--- src/rtl/bcd_counter.sv ---
// rtl/bcd_counter.sv - two-digit BCD counter with prescaler, load and wrap carry
// Down counting is compiled in only when BCD_COUNTER_DOWN_EN is defined.
module bcd_counter #(
  parameter int CLK_DIV = 50000000,
  parameter int MAX_VAL = 23
) (
  input  logic       clk,
  input  logic       rst,
  input  logic       en,
  input  logic       up_dn,
  input  logic       load,
  input  logic [3:0] load_l,
  input  logic [3:0] load_h,
  output logic [3:0] bcd_l,
  output logic [3:0] bcd_h,
  output logic       carry
);

  localparam int            PW       = $clog2(CLK_DIV);
  localparam logic [PW-1:0] PRE_LAST = PW'(CLK_DIV - 1);
  localparam logic [3:0]    MAX_H    = 4'(MAX_VAL / 10);
  localparam logic [3:0]    MAX_L    = 4'(MAX_VAL % 10);

  logic [PW-1:0] pre;
  logic [PW-1:0] pre_nxt;
  logic          tick;
  logic [7:0]    load_val;
  logic          load_ok;
  logic          at_max;

  logic [3:0]    up_l;
  logic [3:0]    up_h;
  logic          up_c;
  logic [3:0]    step_l;
  logic [3:0]    step_h;
  logic          step_c;

  logic [3:0]    l_nxt;
  logic [3:0]    h_nxt;
  logic          carry_nxt;

  assign tick     = en && (pre == PRE_LAST);
  assign load_val = (8'(load_h) * 8'd10) + 8'(load_l);
  assign load_ok  = (load_l <= 4'd9) && (load_val <= 8'(MAX_VAL));
  assign at_max   = (bcd_h == MAX_H) && (bcd_l == MAX_L);

  always_comb begin
    up_l = bcd_l + 4'd1;
    up_h = bcd_h;
    up_c = 1'b0;
    if (at_max) begin
      up_l = 4'd0;
      up_h = 4'd0;
      up_c = 1'b1;
    end else if (bcd_l == 4'd9) begin
      up_l = 4'd0;
      up_h = bcd_h + 4'd1;
    end
  end

`ifdef BCD_COUNTER_DOWN_EN
  logic [3:0] dn_l;
  logic [3:0] dn_h;
  logic       dn_c;

  // Down from 00 wraps to the terminal value, mirroring the up-count wrap.
  always_comb begin
    dn_l = bcd_l - 4'd1;
    dn_h = bcd_h;
    dn_c = 1'b0;
    if (bcd_l == 4'd0) begin
      if (bcd_h != 4'd0) begin
        dn_l = 4'd9;
        dn_h = bcd_h - 4'd1;
      end else begin
        dn_l = MAX_L;
        dn_h = MAX_H;
        dn_c = 1'b1;
      end
    end
  end

  assign step_l = up_dn ? up_l : dn_l;
  assign step_h = up_dn ? up_h : dn_h;
  assign step_c = up_dn ? up_c : dn_c;
`else
  logic unused_up_dn;
  assign unused_up_dn = up_dn;

  assign step_l = up_l;
  assign step_h = up_h;
  assign step_c = up_c;
`endif

  // Load wins over a same-cycle tick and always restarts the prescaler,
  // even when the loaded value is rejected.
  always_comb begin
    pre_nxt   = pre;
    l_nxt     = bcd_l;
    h_nxt     = bcd_h;
    carry_nxt = 1'b0;
    if (load) begin
      pre_nxt = '0;
      if (load_ok) begin
        l_nxt = load_l;
        h_nxt = load_h;
      end
    end else if (en) begin
      if (tick) begin
        pre_nxt   = '0;
        l_nxt     = step_l;
        h_nxt     = step_h;
        carry_nxt = step_c;
      end else begin
        pre_nxt = pre + PW'(1);
      end
    end
  end

  always_ff @(posedge clk or posedge rst) begin
    if (rst) begin
      pre   <= '0;
      bcd_l <= 4'd0;
      bcd_h <= 4'd0;
      carry <= 1'b0;
    end else begin
      pre   <= pre_nxt;
      bcd_l <= l_nxt;
      bcd_h <= h_nxt;
      carry <= carry_nxt;
    end
  end

endmodule

--- config.mk ---
export PLATFORM = sky130hd
export DESIGN_NAME = bcd_counter
export DESIGN_NICKNAME = d
export VERILOG_FILES = /design/src/rtl/bcd_counter.sv
export SDC_FILE = /design/constraint.sdc
export NUM_CORES = 1
export LEC_CHECK = 0
export CAP_MARGIN = 25
export CORE_MARGIN = 5
export CORE_UTILIZATION = 30
export CTS_BUF_LIST = sky130_fd_sc_hd__clkbuf_4
export DETAILED_ROUTE_END_ITERATION = 10
export SLEW_MARGIN = 20
export SYNTH_ARGS = -nofsm -noshare
export SYNTH_HDL_FRONTEND = slang
export SYNTH_SLANG_ARGS = --single-unit
export TNS_END_PERCENT = 10
--- constraint.sdc ---
create_clock -name clk -period 2.5 [get_ports clk]
set_clock_uncertainty 0.1 [all_clocks]
set_input_delay 0.5 -clock clk [delete_from_list [all_inputs] [get_ports clk]]
set_output_delay 0.5 -clock clk [all_outputs]
set_load 0.03 [all_outputs]
Word-level counts from Yosys, hierarchy flattened
Index checks and enable logic that the tools add are counted.
{ "classes": {"n_addsub": 4, "multipliers": 1, "n_lt_le_gt_ge": 2, "n_eq_ne": 5, "mux": 19, "n_reduce_logical": 8} }
{ "op_table": {"columns": ["cell", "n"], "rows": [
  ["26-bit two-way mux", 3],
  ["4-bit two-way mux", 12],
  ["26-bit by 1-bit adder with 26-bit output (second input constant)", 1],
  ["26-bit == test (second input constant)", 1],
  ["4-bit by 1-bit adder with 4-bit output (second input constant)", 2],
  ["8-bit by 4-bit adder with 8-bit output", 1],
  ["4-bit by 2-bit == test with 1-bit output (second input constant)", 2],
  ["8-bit by 5-bit less-or-equal comparator with 1-bit output (second input constant)", 1],
  ["4-bit by 3-bit multiplier with 7-bit output (second input constant)", 1],
  ["4-bit == test (second input constant)", 1],
  ["4-bit less-or-equal comparator (second input constant)", 1],
  ["1-bit two-way mux", 4],
  ["4-bit AND reduction", 1],
  ["2-bit nonzero test", 2],
  ["1-bit logical AND", 3],
  ["3-bit AND reduction", 1],
  ["3-bit nonzero test", 1],
  ["2-bit by 1-bit != test with 1-bit output (second input constant)", 1]
]} }
{ "totals": {"register_bits": 35, "in_bits": 13, "out_inout_bits": 9, "word_cells": 43} }

Depth between registers and ports, before layout
Gate-level depths: netlist of run 1.
{ "logic_depth": {"depth_word": 6, "depth_mapped": 10, "depth_no_buf": 10} }

Worst setup path before layout of run 1
OpenSTA, ideal clock, no wires.
{ "synth_path": {"path_kind": "input-to-reg", "from": "input port load_h[1]", "to": "register bcd_h[1]", "setup_time_ns": 0.128, "t_arrival_ns": 2.860, "required_ns": 2.272, "setup_slack_ns": -0.588, "cell_stages": 9, "path_cell_list": "ha_1 -> ha_1 -> inv_1 -> fa_1 -> or4_1 -> o21ai_0 -> o211ai_2 -> a21boi_4 -> mux2_1"} }
{ "synth_between": {"elab_chain_cells": 6, "word_cells_on_any_way": 8} }
{ "synth_lines": {"columns": ["element", "line_no", "rtl"], "rows": [
  ["start, declared", "13", "input logic [3:0] load_h,"],
  ["4-bit by 3-bit multiplier with 7-bit output", "43", "assign load_val = (8'(load_h) * 8'd10) + 8'(load_l);"],
  ["8-bit by 4-bit adder with 8-bit output", "43", null],
  ["8-bit by 5-bit less-or-equal comparator with 1-bit output", "44", "assign load_ok = (load_l <= 4'd9) && (load_val <= 8'(MAX_VAL));"],
  ["1-bit logical AND", "44", null],
  ["2-bit by 1-bit != test with 1-bit output (no line)", null, null],
  ["4-bit AND reduction (no line)", null, null],
  ["end signal, assigned", "129", "bcd_h <= h_nxt;"],
  ["end, declared", "15", "output logic [3:0] bcd_h,"]
]} }
Parallel ways exist; a longest one is shown, timed or not. The select of a mux whose other input is x is not followed.
A chain may end at the register's enable or synchronous reset.

Worst setup path after layout of run 1
Ends and elaborated chain as after synthesis.

==> metrics.txt, run 1 <==
grt total ovfl 0; num rows 31; average size of a mapped cell 9.031 sq um; DRC violation total after the first TritonRoute iteration between 60 and 70; total of hold buffers inserted after clock tree synthesis 0; largest driver fanout on the critical path 5; CTS tree done; area growth from synthesis to layout 30.07%; failing checks negative setup slack; Max stage delay on crit path 0.59 ns; Finish-stage setup viols 3; result of the run finished, violations left; overall fraction of global-route tracks in use 11.97%; most used standard cells in the synthesized netlist 36 x sky130_fd_sc_hd__nor2_1, 35 x sky130_fd_sc_hd__dfrtp_1, 23 x sky130_fd_sc_hd__nand2_1, 16 x sky130_fd_sc_hd__nand3_1, 15 x sky130_fd_sc_hd__xor2_1; minimum setup slack among reg-to-reg paths approximately 0.18 ns; CTS buffer count 5; Leakage ~0.0013 uW; routed wire length per instance ~13 microns; netlist area before placement around 2300 sq um; final setup margin -0.05197 ns; measured slew at the worst slew-check pin roughly 0.47 ns; flip-flop and latch count after synthesis 35; final-stage net count between 300 and 400; startpoint class of the critical path input pin; Slew HR 68.29%; deepest level of the CTS H-tree 2; number of instances in the synthesized netlist around 250; Worst Path Class, Setup input pin to flop; number of max-cap violations 0; arrival time of data at the critical path endpoint 2.68 ns; cell-by-cell trace of the critical path buf_6 > ha_4 > ha_4 > inv_2 > fa_2 > inv_2 > a211o_1 > o21ai_2 > o211ai_4 > a21boi_4 > mux2_4; net count of the mapped netlist ~280; count of endpoints failing hold in the final timing report 0; endpoint kind of the worst setup timing path flop; CP max stage cell sky130_fd_sc_hd__fa_2; weighted congestion at the end of routability-driven global placement a little under 0.8; Crit Reg-Reg Endpoint bcd_h[0]$_DFFE_PP0P_; dominant cells by area after synthesis sky130_fd_sc_hd__dfrtp_1 38%, sky130_fd_sc_hd__ha_1 6.6%, sky130_fd_sc_hd__nor2_1 5.9%; power per cell area between 500 and 600 nW/um^2; cell area after placement 2856 sq um; IO buf count 20; worst voltage drop across the vdd grid roughly 450 uV; Hold Path Class input pin to asynchronous set/reset pin; cell area after layout between 2000 and 3000 sq um; count of clock tree sinks 35; post-synth top area cell sky130_fd_sc_hd__dfrtp_1; proportion of netlist area held by the largest area contributor around two fifths; antenna diode count 0; share of synthesized area occupied by flip-flops and latches between 30 and 40%; WL final 5416 microns; first-pass GRT wire length about 9400 microns; number of synthesized flops with an enable pin 0; library cell used as clock root buffer sky130_fd_sc_hd__clkbuf_4; largest buffer count on any clock path 2; routed via count divided by cell count around 5.0; Pwr Total roughly 1600 uW; number of vias after detailed routing 1999; number of warnings printed during yosys synthesis 0; r2r startpoint pre[4]$_DFFE_PP0N_; number of distinct library cells after synthesis 47; share of async-settable or async-resettable flops after synthesis 100.0%; clock transition at the register clock pins on the worst setup and hold paths after CTS 0.10 ns; number of antenna violations at the first check in global routing 0; shortest clock period the worst path allows after layout between 2 and 3 ns; total DRC errors in the routed layout 0; count of boundary I/O pins 22; full die area ~9400 sq um; number of cells in the design after placement 397; Chip Height 97.10 microns; post-detailed-placement half-perimeter wirelength roughly 4000 microns; Final ANT Viol Nets 0; period utilization 102.1%; core box area ~7300 sq um; horizontal die dimension approximately 97 microns; setup fix buffers added after clock tree synthesis 0; Initial Utilization ~31%; RSZ-0062 raised after global routing yes; data required time at the worst endpoint approximately 2.6 ns; post-route insts no fill about 400; Final Max Slew Viols 0; number of global-route vias before repair around 2000; ratio of cells with drive above 1 in the final layout 22.37%; most common cell in the synthesized netlist sky130_fd_sc_hd__nor2_1; Most used DFF post-synth sky130_fd_sc_hd__dfrtp_1; 1st-pass router iterations 4; maximum number of pins on one net before global-route repair 36; Clk Latency, worst-skew pair 0.33 ns; Fmax achieved 391.9 MHz; worst reg-to-reg path cell count 7
[power by group]
group	internal, uW	switching (uW)	leakage [uW]
combinational	270	309	0.000774
sequential	620	89.2	0.000473
clock	111	178	0.0000276
[how the worst max path moves through the flow]
stage / endpoint / startpoint / slack, ns / depth (start not counted)
finish: bcd_h[1]$_DFFE_PP0P_ / load_h[1] / -0.05 / 11
global route: bcd_h[1]$_DFFE_PP0P_ / load_h[3] / -0.13 / 11
CTS: bcd_h[1]$_DFFE_PP0P_ / load_h[1] / -0.08 / 11
detailed placement: bcd_l[0]$_DFFE_PP0P_ / load_h[3] / -0.90 / 12
global placement: bcd_l[0]$_DFFE_PP0P_ / load_h[1] / -0.81 / 12
floorplan: bcd_h[1]$_DFFE_PP0P_ / load_h[3] / -0.33 / 9
[through the flow]
step                setup WS (ns)  TNS [ns]  utilization, %  hold slack (ns)
floorplan                 -0.3292    -1.280               -           0.4042
global placement          -0.8127    -6.178           38.97           0.4393
detailed placement        -0.8980    -6.725           38.97           0.4478
CTS                      -0.07784   -0.1473           40.33           0.4648
global route              -0.1326   -0.5417           40.38           0.4838
finish                   -0.05197  -0.09910           40.38           0.4588
[logic make-up after synthesis]
logic type / count (synthesis) / synth area share, %
buf+inv: 19 / 3.353
mux: 4 / 1.924
xor+xnor: 23 / 8.851
flops: 35 / 38.48
simple gates: 118 / 26.94
fa+ha+maj: 14 / 8.356
compound gates: 39 / 12.09
[sequential cells by signal, summed over array words and instances (netlist names)]
signal,flops
pre,26
bcd_h,4
bcd_l,4
carry,1
[layer usage]
layer / track usage, % / wire [microns]
met1: 14.40 / 2436
met3: 3.374 / 210
met5: 0 / 0
met2: 20.75 / 2702
met4: 3.456 / 66
[layout make-up]
cell class / count / area (sq um)
timing repair buffer: 56 / 476.7
tap: 99 / 123.9
clock buffer: 6 / 45.04
fill: 740 / 4370
multi-input combinational: 198 / 1405
inverter: 9 / 33.78
sequential: 35 / 875.8
[critical path: cells and delay by family]
kind	cells	cell delay [ns]
buffers and inverters	3	0.17
muxes	1	0.31
adders and majority gates	3	0.98
AOI/OAI and AO/OA	4	0.73
[placed cells by master, fill, tap and decap left out, types with 3 or more instances in the layout]
master / instances
sky130_fd_sc_hd__nor3_1: 4
sky130_fd_sc_hd__nand4_1: 3
sky130_fd_sc_hd__and4_1: 4
sky130_fd_sc_hd__ha_4: 3
sky130_fd_sc_hd__inv_1: 7
sky130_fd_sc_hd__clkdlybuf4s50_1: 16
sky130_fd_sc_hd__nor4_1: 6
sky130_fd_sc_hd__xnor2_1: 7
sky130_fd_sc_hd__buf_4: 35
sky130_fd_sc_hd__nand3_1: 16
sky130_fd_sc_hd__nor2_1: 36
sky130_fd_sc_hd__ha_1: 8
sky130_fd_sc_hd__o31ai_1: 3
sky130_fd_sc_hd__xor2_1: 15
sky130_fd_sc_hd__a21oi_1: 10
sky130_fd_sc_hd__and2_1: 3
sky130_fd_sc_hd__nand2_1: 23
sky130_fd_sc_hd__dfrtp_1: 35
sky130_fd_sc_hd__o21ai_0: 6
sky130_fd_sc_hd__nand2b_1: 3
sky130_fd_sc_hd__clkbuf_4: 6
sky130_fd_sc_hd__and3_1: 6
sky130_fd_sc_hd__or3_1: 3
[timing repair]
action,4_1_cts,5_1_grt
resized for setup,27,5
pin swaps,8,3
endpoints found under the setup margin,8,8
endpoints found under the hold margin,0,0
No activity file was read; power rests on OpenSTA's default activity.
==> inputs of run 2 (changes only) <==
Settings changed: ABC_AREA from default to 1, CORE_UTILIZATION 30 to 31.
==> metrics.txt, run 2 <==
ratio of cells with drive above 1 in the final layout 11.24% (-11 points); number of max-cap violations 0 (unchanged); family of cells with the greatest summed delay on the critical path adder cells; Largest register FFs 26 (unchanged); startpoint class of the critical path input pin; Most used DFF post-synth sky130_fd_sc_hd__dfrtp_1; total DRC errors in the routed layout 0 (unchanged); post-detailed-placement half-perimeter wirelength 5227 microns (+29%); CP max stage cell sky130_fd_sc_hd__fa_2; total buffers and inverters traversed by the critical path 4 (+1); area growth from synthesis to layout 18.93%; logic gate share of total power 35.0% (-1.7 points); internal power contribution 964.6 uW (-3.6%); first-pass GRT wire length 11580 microns (+23%); count of cell instances traversed by the critical path 14 (+3); number of cells in the design after placement 545 (+37%); library cell used as clock root buffer sky130_fd_sc_hd__clkbuf_4; most common cell in the synthesized netlist sky130_fd_sc_hd__nand2_1; largest driver fanout on the critical path 6 (+1); total of hold buffers inserted after clock tree synthesis 0 (unchanged); shortest clock period the worst path allows after layout 2.401 ns (-0.1514 ns); number of fill cells 954 (+29%); share of async-settable or async-resettable flops after synthesis 100.0% (unchanged); Switching Power 605.5 uW (+5.2%); horizontal die dimension 103.5 microns (+6.6%); period utilization 96.02% (-6.1 points); Finish-stage setup viols 0 (-3); Slew HR 69.68% (+1.4 points); post-synth top area cell sky130_fd_sc_hd__dfrtp_1; Worst Path Class, Setup input pin to flop; Pwr Total 1570 uW (-0.39%); number of antenna violations at the first check in global routing 0 (unchanged); IO buf count 20 (unchanged); result of the run finished clean; antenna diode count 0 (unchanged); DRC violation total after the first TritonRoute iteration 100 (+59%); most frequent standard cell in the layout excluding fill and tap cells sky130_fd_sc_hd__nand2_1; Clk Latency, worst-skew pair 0.34 ns (about the same); maximum number of pins on one net before global-route repair 36 (unchanged); routed via count divided by cell count 4.676 (-5.7%); overall fraction of global-route tracks in use 12.65% (+0.69 points); worst reg-to-reg path cell count 8 (+1); number of distinct library cells after synthesis 32 (-32%); number of warnings printed during yosys synthesis 0 (unchanged); final-stage net count 471 (+42%); Fmax achieved 416.6 MHz (+6.3%); 1st-pass router iterations 4 (unchanged); Reg with most FFs pre; core box area 8636 sq um (+18%); Leakage 0.001540 uW (+21%); weighted congestion at the end of routability-driven global placement 0.8555 (+10%); flip-flop and latch count after synthesis 35 (unchanged); average size of a mapped cell 6.642 sq um (-26%); share of synthesized area occupied by flip-flops and latches 32.32% (-6.2 points); arrival time of data at the critical path endpoint 2.57 ns (-0.11 ns); worst voltage drop across the vdd grid 329.0 uV (-27%); dominant cells by area after synthesis sky130_fd_sc_hd__dfrtp_1 32%, sky130_fd_sc_hd__nand2_1 17%, sky130_fd_sc_hd__nand3_1 7.9%; combined flip-flop and latch cell area 875.8 sq um (unchanged); grt total ovfl 0 (unchanged); net count of the mapped netlist 435 (+56%); Max stage delay on crit path 0.53 ns (-0.06 ns); endpoint kind of the worst setup timing path flop; cell-by-cell trace of the critical path dlygate4sd2_1 > ha_1 > ha_2 > inv_1 > fa_2 > inv_1 > nand3_2 > nand2_1 > nor2_1 > nand3_2 > buf_6 > nand2_4 > nand2_1 > o21ai_1; proportion of netlist area held by the largest area contributor 32.32% (-6.2 points); largest buffer count on any clock path 2 (unchanged); CTS tree done; count of boundary I/O pins 22 (unchanged); full die area 10710 sq um (+14%); Seq pwr share 45.5% (+0.5 points); netlist area before placement 2710 sq um (+19%); most used standard cells in the synthesized netlist 122 x sky130_fd_sc_hd__nand2_1, 56 x sky130_fd_sc_hd__nor2_1, 51 x sky130_fd_sc_hd__inv_1, 43 x sky130_fd_sc_hd__nand3_1, 35 x sky130_fd_sc_hd__dfrtp_1; largest registers in the final layout pre (26), bcd_h (4), bcd_l (4); CTS buffer count 5 (unchanged); data required time at the worst endpoint 2.67 ns (+0.04 ns); num rows 34 (+9.7%); Final Max Slew Viols 0 (unchanged); number of global-route vias before repair 2538 (+24%); post-route insts no fill 553 (+37%); Initial Utilization 31.38% (+0.34 points); power per cell area 487.1 nW/um^2 (-8.5%); count of clock tree sinks 35 (unchanged); switching part of the total 38.56% (+2.0 points); Chip Height 103.5 microns (+6.6%); Final ANT Viol Nets 0 (unchanged); setup fix buffers added after clock tree synthesis 0 (unchanged); count of endpoints failing hold in the final timing report 0 (unchanged); number of instances in the synthesized netlist 408 (+62%); WL final 6553 microns (+21%); routed wire length per instance 11.85 microns (-12%); multi-input gate area in the final layout 1609 sq um (+15%); number of synthesized flops with an enable pin 0 (unchanged); Hold Path Class input pin to asynchronous set/reset pin; clock transition at the register clock pins on the worst setup and hold paths after CTS 0.11 ns (about the same); deepest level of the CTS H-tree 2 (unchanged); number of vias after detailed routing 2586 (+29%); most used cells in the layout excluding fill and tap cells 120 x sky130_fd_sc_hd__nand2_1, 56 x sky130_fd_sc_hd__nor2_1, 51 x sky130_fd_sc_hd__inv_1; part of the total power dissipated in the clock network 19.5% (+1.2 points); core utilization of the finished layout 37.32% (-3.1 points); measured slew at the worst slew-check pin 0.4548 ns (-0.01864 ns); RSZ-0062 raised after global routing no
run 2: cell families after synthesis:
group / share of synthesized area, %
XOR/XNOR: 2.262
AO/OA/AOI/OAI: 4.478
flip-flops: 32.32
AND/OR/NAND/NOR: 44.60
buffers and inverters: 9.326
adder cells (fa/ha/maj): 7.017
run 2: layout make-up:
cell class,count,share of cell area [%]
Tap cell,108,4.193
Clock inverter,3,0.6211
Timing Repair Buffer,35,10.29
Inverter,57,6.638
Sequential cell,35,27.17
Multi-Input combinational cell,310,49.92
Clock buffer,5,1.165
run 2: repair_timing:
item	CTS	global route
setup endpoints to repair	8	8
pin swaps	3	3
cloned	0	0
resized for setup	9	4
run 2: per-layer routing:
metal / wire length, microns / up-vias / GRT usage, %
met3: 204 / 7 / 2.301
met2: 3147 / 42 / 20.90
met4: 66 / 0 / 2.812
met5: 0 / - / 0
li1: - / 1364 / -
met1: 3134 / 1173 / 17.20
run 2: path summary, 6_finish.rpt:
path / startpoint / to / slack (ns)
max in group asynchronous: rst / pre[23]$_DFFE_PP0N_ / 1.52
min: rst / pre[13]$_DFFE_PP0N_ / 0.45
max reg2reg: pre[0]$_DFFE_PP0N_ / pre[14]$_DFFE_PP0N_ / 0.60
min in group clk: pre[24]$_DFFE_PP0N_ / pre[24]$_DFFE_PP0N_ / 0.46
min reg2reg: pre[24]$_DFFE_PP0N_ / pre[24]$_DFFE_PP0N_ / 0.46
max: load_h[1] / bcd_l[2]$_DFFE_PP0P_ / 0.1
run 2: per-stage QoR:
stage                     setup TNS [ns]  cell area, sq um  worst slack [ns]  hold WS (ns)
final                                  0              3223           0.09939        0.4491
after global routing                   0              3223          0.003526        0.4910
after CTS                              0              3211           0.03716        0.4555
after detailed placement          -3.415              3132           -0.4638        0.4268
after global placement            -3.001              3132           -0.4027        0.4250
after floorplan                        0              2710            0.1187        0.3938
run 2: power groups by stage:
stage	Sequential (uW)	Combinational [uW]	Clock [uW]
6_report	715	549	306
5_1_grt	730	618	343
4_1_cts	716	556	326
3_5_place_dp	725	551	0
3_3_place_gp	726	547	0
2_1_floorplan	817	231	0
run 2: worst min-delay path, delay by kind of cell:
| family | cells | cell delay (ns) |
|---|---|---|
| buffers and inverters | 3 | 0.84 |
